### src/rtl/esp8266_tx_sched_if.sv
// Command-stream and byte-transmitter handshake bundle for esp8266_tx_sched.
// The master side is the scheduler; the slave side is the command source plus uart_byte_tx.
interface esp8266_tx_sched_if;
    logic       cmd_valid;
    logic [7:0] cmd_data;
    logic       cmd_last;
    logic       cmd_ready;
    logic       tx_en;
    logic [7:0] tx_data;
    logic       tx_done;

    modport master (
        input  cmd_valid, cmd_data, cmd_last, tx_done,
        output cmd_ready, tx_en, tx_data
    );

    modport slave (
        output cmd_valid, cmd_data, cmd_last, tx_done,
        input  cmd_ready, tx_en, tx_data
    );
endinterface

### src/rtl/esp8266_tx_sched.sv
// Shares one uart_byte_tx between a periodic telemetry frame (header, d1..d4, xor)
// and a command byte stream, arbitrating round-robin only at frame boundaries.
module esp8266_tx_sched #(
    parameter int          PERIOD = 5000000,
    parameter logic [31:0] HEADER = 32'hFFFEFDFC
) (
    input  logic                      clk,
    input  logic                      rst_n,
    esp8266_tx_sched_if.master        link,
    input  logic                      tele_en,
    input  logic [7:0]                d1,
    input  logic [7:0]                d2,
    input  logic [7:0]                d3,
    input  logic [7:0]                d4,
    output logic                      busy,
    output logic                      frame_done,
    output logic                      frame_src,
    output logic                      tele_overrun
);

    localparam int CW = (PERIOD > 1) ? $clog2(PERIOD) : 1;

    typedef enum logic [1:0] {IDLE, LAUNCH, WAIT} state_t;

    state_t        state, state_next;
    logic [CW-1:0] cnt;
    logic          tick;
    logic          tele_pending;
    logic          last_src;
    logic [3:0]    idx;
    logic [31:0]   payload;
    logic [7:0]    xor_r;
    logic          cmd_last_r;
    logic [7:0]    tx_data_r;

    logic          grant;
    logic          grant_src;
    logic          tx_en_c;
    logic          cmd_ready_c;
    logic [7:0]    launch_byte;
    logic [7:0]    t_byte;
    logic          is_last;
    logic          finish;

    assign tick = tele_en && (cnt == CW'(PERIOD - 1));

    always_ff @(posedge clk or negedge rst_n) begin
        if (!rst_n) begin
            cnt <= '0;
        end else if (!tele_en || tick) begin
            cnt <= '0;
        end else begin
            cnt <= cnt + CW'(1);
        end
    end

    always_comb begin
        t_byte = 8'h00;
        case (idx)
            4'd0:    t_byte = HEADER[31:24];
            4'd1:    t_byte = HEADER[23:16];
            4'd2:    t_byte = HEADER[15:8];
            4'd3:    t_byte = HEADER[7:0];
            4'd4:    t_byte = payload[31:24];
            4'd5:    t_byte = payload[23:16];
            4'd6:    t_byte = payload[15:8];
            4'd7:    t_byte = payload[7:0];
            4'd8:    t_byte = xor_r;
            default: t_byte = 8'h00;
        endcase
    end

    assign is_last = frame_src ? cmd_last_r : (idx == 4'd8);
    assign finish  = (state == WAIT) && link.tx_done && is_last;

    // A command grant stays in LAUNCH until the source supplies a byte, so frames never interleave.
    always_comb begin
        state_next  = state;
        grant       = 1'b0;
        grant_src   = last_src;
        tx_en_c     = 1'b0;
        cmd_ready_c = 1'b0;
        launch_byte = 8'h00;
        case (state)
            IDLE: begin
                if (tele_pending && link.cmd_valid) begin
                    grant     = 1'b1;
                    grant_src = ~last_src;
                end else if (tele_pending) begin
                    grant     = 1'b1;
                    grant_src = 1'b0;
                end else if (link.cmd_valid) begin
                    grant     = 1'b1;
                    grant_src = 1'b1;
                end
                if (grant) begin
                    state_next = LAUNCH;
                end
            end
            LAUNCH: begin
                if (!frame_src) begin
                    tx_en_c     = 1'b1;
                    launch_byte = t_byte;
                    state_next  = WAIT;
                end else if (link.cmd_valid) begin
                    tx_en_c     = 1'b1;
                    cmd_ready_c = 1'b1;
                    launch_byte = link.cmd_data;
                    state_next  = WAIT;
                end
            end
            WAIT: begin
                if (link.tx_done) begin
                    state_next = is_last ? IDLE : LAUNCH;
                end
            end
            default: state_next = IDLE;
        endcase
    end

    always_ff @(posedge clk or negedge rst_n) begin
        if (!rst_n) begin
            state        <= IDLE;
            tele_pending <= 1'b0;
            last_src     <= 1'b1;
            idx          <= 4'd0;
            payload      <= 32'h0;
            xor_r        <= 8'h00;
            cmd_last_r   <= 1'b0;
            tx_data_r    <= 8'h00;
            busy         <= 1'b0;
            frame_done   <= 1'b0;
            frame_src    <= 1'b0;
            tele_overrun <= 1'b0;
        end else begin
            state        <= state_next;
            frame_done   <= finish;
            // A tick coinciding with a telemetry grant re-arms pending instead of overrunning.
            tele_overrun <= tick && tele_pending && !(grant && !grant_src);
            if (tick) begin
                tele_pending <= 1'b1;
            end else if (grant && !grant_src) begin
                tele_pending <= 1'b0;
            end
            if (grant) begin
                busy      <= 1'b1;
                frame_src <= grant_src;
                last_src  <= grant_src;
                idx       <= 4'd0;
                if (!grant_src) begin
                    payload <= {d1, d2, d3, d4};
                    xor_r   <= d1 ^ d2 ^ d3 ^ d4;
                end
            end
            if (tx_en_c) begin
                tx_data_r <= launch_byte;
                if (frame_src) begin
                    cmd_last_r <= link.cmd_last;
                end
            end
            if ((state == WAIT) && link.tx_done) begin
                if (is_last) begin
                    busy <= 1'b0;
                    idx  <= 4'd0;
                end else if (!frame_src) begin
                    idx <= idx + 4'd1;
                end
            end
        end
    end

    assign link.tx_en     = tx_en_c;
    assign link.cmd_ready = cmd_ready_c;
    assign link.tx_data   = tx_en_c ? launch_byte : tx_data_r;

endmodule

### src/flat_wrapper.sv
// flat-port wrapper written by rule: the top's interface ports become plain ports
module esp8266_tx_sched_flat 
#(
    parameter int          PERIOD = 5000000,
    parameter logic [31:0] HEADER = 32'hFFFEFDFC
)
  (clk, rst_n, tele_en, d1, d2, d3, d4, busy, frame_done, frame_src, tele_overrun, link_cmd_valid, link_cmd_data, link_cmd_last, link_tx_done, link_cmd_ready, link_tx_en, link_tx_data);
  esp8266_tx_sched_if link_i ();
  input  logic clk;
  input  logic rst_n;
  input  logic tele_en;
  input  logic [7:0] d1;
  input  logic [7:0] d2;
  input  logic [7:0] d3;
  input  logic [7:0] d4;
  output logic busy;
  output logic frame_done;
  output logic frame_src;
  output logic tele_overrun;
  input wire logic [$bits(link_i.cmd_valid)-1:0] link_cmd_valid;
  input wire logic [$bits(link_i.cmd_data)-1:0] link_cmd_data;
  input wire logic [$bits(link_i.cmd_last)-1:0] link_cmd_last;
  input wire logic [$bits(link_i.tx_done)-1:0] link_tx_done;
  output wire logic [$bits(link_i.cmd_ready)-1:0] link_cmd_ready;
  output wire logic [$bits(link_i.tx_en)-1:0] link_tx_en;
  output wire logic [$bits(link_i.tx_data)-1:0] link_tx_data;
  assign link_i.cmd_valid = link_cmd_valid;
  assign link_i.cmd_data = link_cmd_data;
  assign link_i.cmd_last = link_cmd_last;
  assign link_i.tx_done = link_tx_done;
  assign link_cmd_ready = link_i.cmd_ready;
  assign link_tx_en = link_i.tx_en;
  assign link_tx_data = link_i.tx_data;
  esp8266_tx_sched #(.PERIOD(PERIOD), .HEADER(HEADER)) u_core (.clk(clk), .rst_n(rst_n), .link(link_i), .tele_en(tele_en), .d1(d1), .d2(d2), .d3(d3), .d4(d4), .busy(busy), .frame_done(frame_done), .frame_src(frame_src), .tele_overrun(tele_overrun));
endmodule
### config.mk
export PLATFORM = sky130hd
export DESIGN_NAME = esp8266_tx_sched_flat
export DESIGN_NICKNAME = d
export VERILOG_FILES = /design/src/rtl/esp8266_tx_sched_if.sv /design/src/rtl/esp8266_tx_sched.sv /design/src/flat_wrapper.sv
export SDC_FILE = /design/constraint.sdc
export NUM_CORES = 1
export LEC_CHECK = 0
export CAP_MARGIN = 40
export CORE_UTILIZATION = 35
export CTS_BUF_LIST = sky130_fd_sc_hd__clkbuf_2 sky130_fd_sc_hd__clkbuf_4 sky130_fd_sc_hd__clkbuf_8
export DETAILED_ROUTE_END_ITERATION = 10
export SYNTH_ARGS = -nofsm -noshare
export SYNTH_HDL_FRONTEND = slang
export SYNTH_SLANG_ARGS = --single-unit
### constraint.sdc
create_clock -name clk -period 2.3 [get_ports clk]
set_clock_uncertainty 0.2 [all_clocks]
set_input_delay 0.46 -clock clk [delete_from_list [all_inputs] [get_ports clk]]
set_output_delay 0.46 -clock clk [all_outputs]
set_load 0.01 [all_outputs]
==> flow_metrics.py <==
metrics = {
    "worst_setup_path": {
        "critical_path_class": "register to primary output",
        "critPathBufInv": 2,
        "cp_num_cells": 6,
        "cp.arrival_ps": 2300,
        "slowest_delay_ps": 480,
        "cp-endpoint": "link_tx_data[0]",
        "startpoint_type": "register",
        "cp_cell_sequence": "ha_4 > buf_6 > a222oi_1 > o221ai_2 > a221o_1 > buf_2",
        "crit_family": "compound AO/OA/AOI/OAI gates",
        "required_ps": 1640,
        "crit_path_end_kind": "primary output",
        "worstReg2RegEnd": "u_core.tx_data_r[0]$_DFF_PN0_",
        "r2r_cells": 6,
        "reg2reg_from": "u_core.idx[1]$_DFF_PN0_",
        "reg2reg_setup_slack_ps": 100,
        "crit_path_start": "u_core.idx[1]$_DFF_PN0_",
        "slowest_stage": "dfrtp_2",
        "cp_max_fo": 4,
    },
    "logic_synthesis": {
        "synthArstFlopShare_pct": 100,
        "ys_ff_latch": 84,
        "synth_fa_ha_area_share_pct": 1.49,
        "synthSimpleGateAreaFrac_pct": 16.8,
        "synthXorXnorAreaFrac_pct": 7.71,
        "synth_mux_area_share_pct": 8.84,
        "synth_cell_type_count": 48,
        "syn_avg_cell_area_um2": 10.5,
        "netlist.area_leader.share_pct": 49.4,
        "yosysTopAreaCell": "dfrtp_1",
        "synth_most_common_cell": "dfrtp_1",
        "synth_area_um2": 4200,
        "synth_top_family_by_area": "simple AND/OR/NAND/NOR gates",
        "synth_edf_count": 0,
        "ys_top_cells_by_count": "dfrtp_1 (83), mux2_2 (33), nand2_1 (31), xnor2_1 (31), nor2_1 (30)",
        "synthFlopType": "dfrtp_1",
        "synth_compound_area_share_pct": 12.1,
        "syn_nets": 452,
        "yosys_warnings": 0,
        "ys_seq_area_share_pct": 50.1,
        "synth_area_leaders": "dfrtp_1 (49%), mux2_2 (8.8%), xnor2_1 (6.5%)",
        "synthCells": 401,
    },
    "power_and_ir_drop": {
        "power_mw": 3.54,
        "vdd.ir_drop.worst_mv": 0.249,
        "p_per_area_nw_per_um2": 611,
        "p_leak_nw": 2.49,
    },
    "detailed_routing": {
        "vias": 3524,
        "ant_nets": 0,
        "route.detailed.drc": 10,
        "initialDrtViolationCount": 228,
        "post_drt_wl_per_cell_um": 16.1,
        "vias_per_cell": 5.36,
        "drt_wl_total_um": 10600,
        "first_pass_iters": 8,
    },
    "job": {
        "max_cap_violations": 0,
    },
    "placement": {
        "dp_hpwl_um": 7710,
        "io_buffers": 59,
        "post_dp_cell_area_um2": 5320,
        "place_ws_ps": -898,
        "finalWeightedCongestion": 0.835,
    },
    "layout": {
        "fin_nets": 560,
        "drive_above_1_share_pct": 29.8,
        "n_antenna_cell": 0,
        "area_growth_pct": 38.0,
        "final_area_um2": 5800,
    },
    "cts": {
        "cts_tree": "done",
        "path_clk_slew_ps": 100,
        "clock_path_buffers": 2,
        "cts_sinks": 84,
        "numCtsBuffers": 9,
        "htree_levels": 3,
        "root_buffer": "clkbuf_8",
        "insertion_delay_ps": 380,
    },
    "global_routing": {
        "antenna_found_initial": 0,
        "overflow": 0,
        "grt_usage_pct": 18.3,
        "grt_pass1_vias": 3482,
        "grt_pass1_wl_um": 17800,
        "grt_max_degree": 52,
    },
    "sta": {
        "worst_pin_slew_ps": 444,
        "maxSlewViolCount": 0,
        "slew_headroom_pct": 70.0,
        "final_hold_viol_count": 0,
        "max_freq_mhz": 338,
        "finalCritPeriodShare_pct": 129,
        "fin_ws_ps": -661,
        "period_minus_slack_ps": 2960,
        "setup_viol": 8,
        "rsz0062_at_grt": "true",
    },
    "min_path": {
        "hp-start": "u_core.tx_data_r[6]$_DFF_PN0_",
        "worstHoldPathType": "register to register",
    },
    "die": {
        "fp.dieW_um": 112,
        "num_rows": 39,
        "core-area_um2": 11600,
        "initial_core_util_pct": 36.3,
        "die_area_um2": 12400,
        "die_y_um": 112,
        "ios": 60,
    },
    "run_status": {
        "outcome": "finished, violations left",
        "violations": "DRC, setup timing",
    },
}
## worst min-delay path, delay by kind of cell, from the launching register on
family / cells / cell delay (ps)
flops: 1 / 330
compound gates: 1 / 60
simple gates: 1 / 50
## registers in the layout, indices dropped and copies added (netlist names), 2 cells and up
signal and flops:
u_core.xor_r 8, u_core.tx_data_r 8, u_core.idx 4, u_core.state 2, u_core.cnt 23, u_core.payload 32
## per-stage QoR
stage	TNS, ps	instances	hold slack [ps]	utilization, %
2_1_floorplan	-95.7	401	-35.6	-
3_3_place_gp	-6030	629	138	46.0
3_5_place_dp	-6450	629	141	46.0
4_1_cts	-4630	656	289	50.0
5_1_grt	-5280	657	311	50.1
6_report	-4520	657	284	50.1
## power breakdown
group          internal (mW)  total [mW]  switching, mW
registers               1.56        1.61         0.0476
clock network          0.549        1.15          0.596
logic                  0.424       0.787          0.363
## worst min-delay path by stage
stage                                     end  slack, ps  cells after the start
2_1_floorplan           u_core.busy$_DFF_PN0_        -40                      0
3_3_place_gp   u_core.payload[19]$_DFFE_PN0P_        140                      1
3_5_place_dp   u_core.payload[19]$_DFFE_PN0P_        140                      1
4_1_cts         u_core.tx_data_r[6]$_DFF_PN0_        290                      2
5_1_grt        u_core.payload[26]$_DFFE_PN0P_        310                      2
6_report        u_core.tx_data_r[6]$_DFF_PN0_        280                      2
## logic make-up after synthesis
logic type / Yosys count
AOI/OAI and AO/OA: 75
buffers and inverters: 33
xor gates and xnor gates: 37
DFF: 84
and+or+nand+nor: 134
adders and majority gates: 5
muxes: 33
## repair_timing
action,in CTS,in global routing
endpoints found under the hold margin,15,0
pin swaps,20,10
setup endpoints to repair,11,10
gates resized for setup,74,6
setup buffers,10,1
hold buffers,1,0
## area by class of cell
type                            instances  area [µm²]
Fill cell                            1044        5770
Clock inverter                          6        73.8
Tap cell                              143         179
Clock buffer                           10         138
Timing Repair Buffer                  118        1060
Inverter                               12        47.5
Multi-Input combinational cell        284        2190
Sequential cell                        84        2110
## routing by layer
metal | track usage [%] | wire, µm
met1 | 26.2 | 5140
met4 | 6.49 | 157
met3 | 3.59 | 426
met5 | 0 | 0
met2 | 27.5 | 4840
## layout by cell type, fill, tap and decap left out, types with 9 or more instances in the layout
cell type         n
a21oi_1          17
buf_2             9
buf_4            50
clkbuf_8         10
clkdlybuf4s50_1  48
dfrtp_1          81
inv_1            10
mux2_2           33
nand2_1          31
nand3_1          19
nor2_1           30
o21ai_0          20
xnor2_1          31
Power figures use the tool's default switching activity.
